===== src/rtl/core_pkg.sv =====
// Shared core definitions: datapath widths and load-size encoding used by
// the writeback stage and its load alignment helper.
package core_pkg;

  localparam int unsigned DATA_WIDTH    = 64;
  localparam int unsigned RF_ADDR_WIDTH = 5;
  localparam int unsigned OFFSET_WIDTH  = $clog2(DATA_WIDTH / 8);

  typedef enum logic [1:0] {
    LS_BYTE   = 2'd0,
    LS_HALF   = 2'd1,
    LS_WORD   = 2'd2,
    LS_DOUBLE = 2'd3
  } load_size_e;

endpackage


===== src/rtl/writeback_load_align.sv =====
// Combinational load alignment: shifts the response word down by the byte
// offset, keeps the accessed width and sign- or zero-extends it.
module load_align
  import core_pkg::*;
(
  input  logic [DATA_WIDTH-1:0]   i_rdata,
  input  load_size_e              i_size,
  input  logic                    i_unsigned,
  input  logic [OFFSET_WIDTH-1:0] i_offset,
  output logic [DATA_WIDTH-1:0]   o_data
);

  logic [DATA_WIDTH-1:0] w_shifted;
  logic [DATA_WIDTH-1:0] w_mask;
  logic                  w_sign;

  // Select the kept field and its sign bit; on a 32-bit datapath a double
  // access degenerates to the full word.
  always_comb begin
    w_shifted = i_rdata >> {i_offset, 3'b000};
    w_mask    = {DATA_WIDTH{1'b1}};
    w_sign    = w_shifted[DATA_WIDTH-1];
    case (i_size)
      LS_BYTE: begin
        w_mask = DATA_WIDTH'(8'hFF);
        w_sign = w_shifted[7];
      end
      LS_HALF: begin
        w_mask = DATA_WIDTH'(16'hFFFF);
        w_sign = w_shifted[15];
      end
      LS_WORD: begin
        w_mask = DATA_WIDTH'(32'hFFFF_FFFF);
        w_sign = w_shifted[31];
      end
      LS_DOUBLE: begin
        w_mask = {DATA_WIDTH{1'b1}};
        w_sign = w_shifted[DATA_WIDTH-1];
      end
      default: begin
        w_mask = {DATA_WIDTH{1'b1}};
        w_sign = w_shifted[DATA_WIDTH-1];
      end
    endcase
    if (!i_unsigned && w_sign) begin
      o_data = (w_shifted & w_mask) | ~w_mask;
    end else begin
      o_data = w_shifted & w_mask;
    end
  end

endmodule


===== src/rtl/writeback.sv =====
// Writeback stage: accepts completed instructions, waits for load data and
// drives the register-file write port. Optional macro WB_INSTRET_EN adds a
// 64-bit retired-instruction counter output.
module writeback
  import core_pkg::*;
(
  input  logic                     clk_i,
  input  logic                     rst_i,
  input  logic                     exe_valid_i,
  output logic                     exe_ready_o,
  input  logic                     exe_rd_we_i,
  input  logic [RF_ADDR_WIDTH-1:0] exe_rd_i,
  input  logic [DATA_WIDTH-1:0]    exe_result_i,
  input  logic                     exe_is_load_i,
  input  logic [1:0]               exe_load_size_i,
  input  logic                     exe_load_unsigned_i,
  input  logic [OFFSET_WIDTH-1:0]  exe_addr_lsb_i,
  input  logic                     mem_rvalid_i,
  input  logic [DATA_WIDTH-1:0]    mem_rdata_i,
  output logic                     wb_valid_o,
  output logic [RF_ADDR_WIDTH-1:0] rd_o,
  output logic [DATA_WIDTH-1:0]    rd_data_o
`ifdef WB_INSTRET_EN
  ,
  output logic [63:0]              wb_instret_o
`endif
);

  typedef enum logic [0:0] {
    WB_IDLE     = 1'b0,
    WB_WAIT_MEM = 1'b1
  } wb_state_e;

  wb_state_e                r_state;
  logic [RF_ADDR_WIDTH-1:0] r_rd;
  logic                     r_rd_we;
  load_size_e               r_size;
  logic                     r_unsigned;
  logic [OFFSET_WIDTH-1:0]  r_offset;

  logic                     w_accept;
  logic                     w_resp;
  logic [DATA_WIDTH-1:0]    w_aligned;

  load_align u_load_align (
    .i_rdata    (mem_rdata_i),
    .i_size     (r_size),
    .i_unsigned (r_unsigned),
    .i_offset   (r_offset),
    .o_data     (w_aligned)
  );

  assign exe_ready_o = (r_state == WB_IDLE);

  // Handshake decode; a response outside WAIT_MEM is simply ignored.
  always_comb begin
    w_accept = exe_valid_i && (r_state == WB_IDLE);
    w_resp   = mem_rvalid_i && (r_state == WB_WAIT_MEM);
  end

  // State machine, latched load context and registered write port.
  always_ff @(posedge clk_i) begin
    if (rst_i) begin
      r_state    <= WB_IDLE;
      r_rd       <= {RF_ADDR_WIDTH{1'b0}};
      r_rd_we    <= 1'b0;
      r_size     <= LS_BYTE;
      r_unsigned <= 1'b0;
      r_offset   <= {OFFSET_WIDTH{1'b0}};
      wb_valid_o <= 1'b0;
      rd_o       <= {RF_ADDR_WIDTH{1'b0}};
      rd_data_o  <= {DATA_WIDTH{1'b0}};
    end else begin
      wb_valid_o <= 1'b0;
      case (r_state)
        WB_IDLE: begin
          if (w_accept) begin
            r_rd       <= exe_rd_i;
            r_rd_we    <= exe_rd_we_i;
            r_size     <= load_size_e'(exe_load_size_i);
            r_unsigned <= exe_load_unsigned_i;
            r_offset   <= exe_addr_lsb_i;
            if (exe_is_load_i) begin
              r_state <= WB_WAIT_MEM;
            end else if (exe_rd_we_i && (exe_rd_i != {RF_ADDR_WIDTH{1'b0}})) begin
              // rd_o/rd_data_o only move on a real write so they hold otherwise.
              wb_valid_o <= 1'b1;
              rd_o       <= exe_rd_i;
              rd_data_o  <= exe_result_i;
            end
          end
        end
        WB_WAIT_MEM: begin
          if (w_resp) begin
            r_state <= WB_IDLE;
            if (r_rd_we && (r_rd != {RF_ADDR_WIDTH{1'b0}})) begin
              wb_valid_o <= 1'b1;
              rd_o       <= r_rd;
              rd_data_o  <= w_aligned;
            end
          end
        end
        default: begin
          r_state <= WB_IDLE;
        end
      endcase
    end
  end

`ifdef WB_INSTRET_EN
  logic w_retire;

  // Every completed instruction retires, including suppressed writes.
  always_comb begin
    w_retire = (w_accept && !exe_is_load_i) || w_resp;
  end

  // Free-running retire counter; wraps naturally at 2^64.
  always_ff @(posedge clk_i) begin
    if (rst_i) begin
      wb_instret_o <= 64'd0;
    end else if (w_retire) begin
      wb_instret_o <= wb_instret_o + 64'd1;
    end else begin
      wb_instret_o <= wb_instret_o;
    end
  end
`endif

endmodule


===== config.mk =====
export PLATFORM = sky130hd
export DESIGN_NAME = writeback
export DESIGN_NICKNAME = d
export VERILOG_FILES = /design/src/rtl/core_pkg.sv /design/src/rtl/writeback_load_align.sv /design/src/rtl/writeback.sv
export SDC_FILE = /design/constraint.sdc
export NUM_CORES = 1
export LEC_CHECK = 0
export CAP_MARGIN = 20
export CORE_AREA = 10 10 132 134
export DETAILED_ROUTE_END_ITERATION = 6
export DIE_AREA = 0 0 142 144
export PLACE_DENSITY = 0.77
export SLEW_MARGIN = 10
export SYNTH_ARGS = -nofsm -noshare
export SYNTH_HDL_FRONTEND = slang
export SYNTH_SLANG_ARGS = --single-unit

===== constraint.sdc =====
create_clock -name clk_i -period 4.3 [get_ports clk_i]
set_clock_uncertainty 0.1 [all_clocks]
set_input_delay 0.43 -clock clk_i [delete_from_list [all_inputs] [get_ports clk_i]]
set_output_delay 0.43 -clock clk_i [all_outputs]
set_load 0.02 [all_outputs]

==> flow_summary_export.csv <==
group,metric,value,unit
synth,synth_warnings,0,
synth,synth_edf_count,0,
synth,ys_seq_area_frac,0.3002,
finish,final_cell_mix,"clkdlybuf4s50_1 (214), nand2_1 (145), dfxtp_1 (80)",
routing,drc_errors,0,
floorplanning,num_rows,45,
power,power_density,275.0,nW/µm²
clocking,clkTransAtPathRegs,0.06,ns
synth,synth-adder-area-share,0,
routing,wl,21940,µm
global_route,grt_antenna_before_repair,2,
clocking,cts.path.max_buffers,2,
setup_path,slowest_stage,"dfxtp_4",
synth,synth-main-ff-cell,"dfxtp_1",
global_route,grt_max_degree,84,
finish,nFillCells,1414,
floorplanning,die_h,144,µm
floorplanning,dieArea,20450,µm²
sta,fin_crit,3.164,ns
clocking,cts_setup_buffers,0,
setup_path,crit_type,"flip-flop to flip-flop",
global_route,grt_use_total,0.2085,
clocking,htreeDepth,3,
floorplanning,num_io_pins,216,
setup_path,crit_chain,"mux2i_1 -> mux4_2 -> a32oi_2 -> a21oi_4 -> buf_4 -> a221oi_1",
synth,synthXorXnorAreaFrac,0,
place,gp_congestion,0.8833,
routing,ant_nets,0,
sta,setup_viol,0,
setup_path,critPathCaptureType,"flip-flop",
clocking,cts.sinks,83,
finish,multi_input_area,3573,µm²
power,irDropWorstVdd,0.1992,mV
global_route,grt_pass1_wl,33430,µm
synth,netlist-cell-type-count,37,
setup_path,crit_buf_inv,1,
clocking,cts_hold_buf,0,
setup_path,cp_top_family,"flip-flops",
sta,fin_tns_setup,0,ns
sta,finalCritPeriodShare,0.7358,
outcome,status,"completed",
job,drv_cap,0,
sta,final_hold_viol_count,0,
synth,synthMuxAreaShare,0.2179,
synth,synthArstFlopShare,0,
sta,fmax,0.3161,GHz
sta,maxSlewHeadroom,0.2908,
synth,yosysTopAreaCell,"dfxtp_1",
routing,via_per_inst,5.699,
synth,synth_area_leaders,"dfxtp_1 (30%), nand2_1 (9.8%), a221oi_2 (8.1%)",
setup_path,critPathArrivalTime,3.24,ns
synth,synth_fp_nets,783,
setup_path,required,4.37,ns
place,dp_hpwl,16700,µm
clocking,cts_root_buf,"clkbuf_16",
finish,final_common_cell,"clkdlybuf4s50_1",
synth,synth-simple-area-share,0.1524,
synth,synth_top_family_by_area,"compound AO/OA/AOI/OAI gates",
routing,drt_iter0_markers,554,
min_path,hold_class,"flip-flop to flip-flop",
finish,area_growth,44.98,%
power,power,2.207,mW
sta,drv_slew,0,
finish,seq_area,1668,µm²
clocking,ctsResizeCount,0,
setup_path,start_kind,"flip-flop",
floorplanning,fp.dieW,142,µm
power,p_leak,2.481,nW
synth,ys_seq_elements,83,
synth,synth_area,5535,µm²
finish,drive_gt1_frac,0.1483,
routing,vias,5733,
synth,synth_area_per_cell,8.676,µm²
synth,synth_compound_area_frac,0.2717,
floorplanning,start_util,0.3724,
finish,nNetsFinal,956,
global_route,first_global_vias,5883,
setup_path,cp_max_fo,69,
routing,routedWlPerCell,21.81,µm
global_route,overflow,0,
clocking,clock_latency,0.35,ns
routing,dr.pass1.iters,5,
setup_path,critPathMaxStageDelay,0.94,ns
floorplanning,core-area,14860,µm²
sta,rsz0062_at_grt,"no",
clocking,cts_tree,"done",
sta,worst_pin_slew,1.064,ns
clocking,cts_buffers,9,
sta,holdWs,0.3528,ns
synth,synth_top_cell_area_share,0.3002,
synth,synthCells,638,
place,port_buffers,215,
==> cell type report <==
class	count	share of cell area
tap	188	0.02931
clock buffer	11	0.03025
multi-input combinational	489	0.4453
inverter	3	0.001403
sequential	83	0.2078
timing repair buffer	225	0.2788
clock inverter	5	0.006548
antenna	2	0.0006236
==> cells by family after synthesis <==
| group | Yosys count |
|---|---|
| buffers and inverters | 66 |
| AO/OA/AOI/OAI | 195 |
| multiplexers | 97 |
| AND/OR/NAND/NOR | 197 |
| flip-flops | 83 |
==> worst min-delay path, stage by stage (launching register included) <==
cell,delay [ns]
dfxtp_1,0.31
nand2_1,0.05
a21oi_1,0.05
==> power by group <==
part	leakage [nW]	internal, mW	total [mW]	switching [mW]
registers	0.677	0.803	0.848	0.0446
clock network	0.145	0.463	0.788	0.325
logic	1.66	0.305	0.571	0.266
==> Yosys cell counts, drive strengths merged, types with 14 or more instances <==
cell / number
a211oi: 14
a21oi: 32
a221oi: 56
buf: 25
clkbuf: 38
dfxtp: 83
mux2: 38
mux2i: 44
mux4: 15
nand2: 145
nor2b: 19
o21ai: 65
==> sequential cells by signal, summed over array words and instances, names as in the netlist, 2 cells and up <==
signal     cells
r_offset       3
rd_data_o     64
r_rd           5
r_size         2
rd_o           5
==> layer usage <==
metal  track usage  vias up  routed length (µm)
met5             0        -                   0
li1              -     2719                   -
met3       0.05707       44                1798
met1        0.2431     2744                8705
met4        0.1001        0                 752
met2        0.3464      226               10680
==> metrics by stage <==
| step | instance area (µm²) | setup WS, ns | instances | util |
|---|---|---|---|---|
| 6_report | 8025 | 1.136 | 1006 | 0.5399 |
| 5_1_grt | 8025 | 0.8460 | 1006 | 0.5399 |
| 4_1_cts | 8020 | 1.125 | 1004 | 0.5396 |
| 3_5_place_dp | 7725 | 1.132 | 988 | 0.5197 |
| 3_3_place_gp | 7725 | 1.178 | 988 | 0.5197 |
| 2_1_floorplan | 5535 | 2.227 | 638 | - |
==> final timing paths <==
kind                              startpoint       endpoint  slack, ns  cells after the start
worst max-delay path             r_offset[0]  rd_data_o[62]       1.14                      6
worst min-delay path            rd_data_o[5]   rd_data_o[5]       0.35                      2
worst max register to register   r_offset[0]  rd_data_o[62]       1.14                      6
worst min register to register  rd_data_o[5]   rd_data_o[5]       0.35                      2
(Power assumes the default switching activity.)
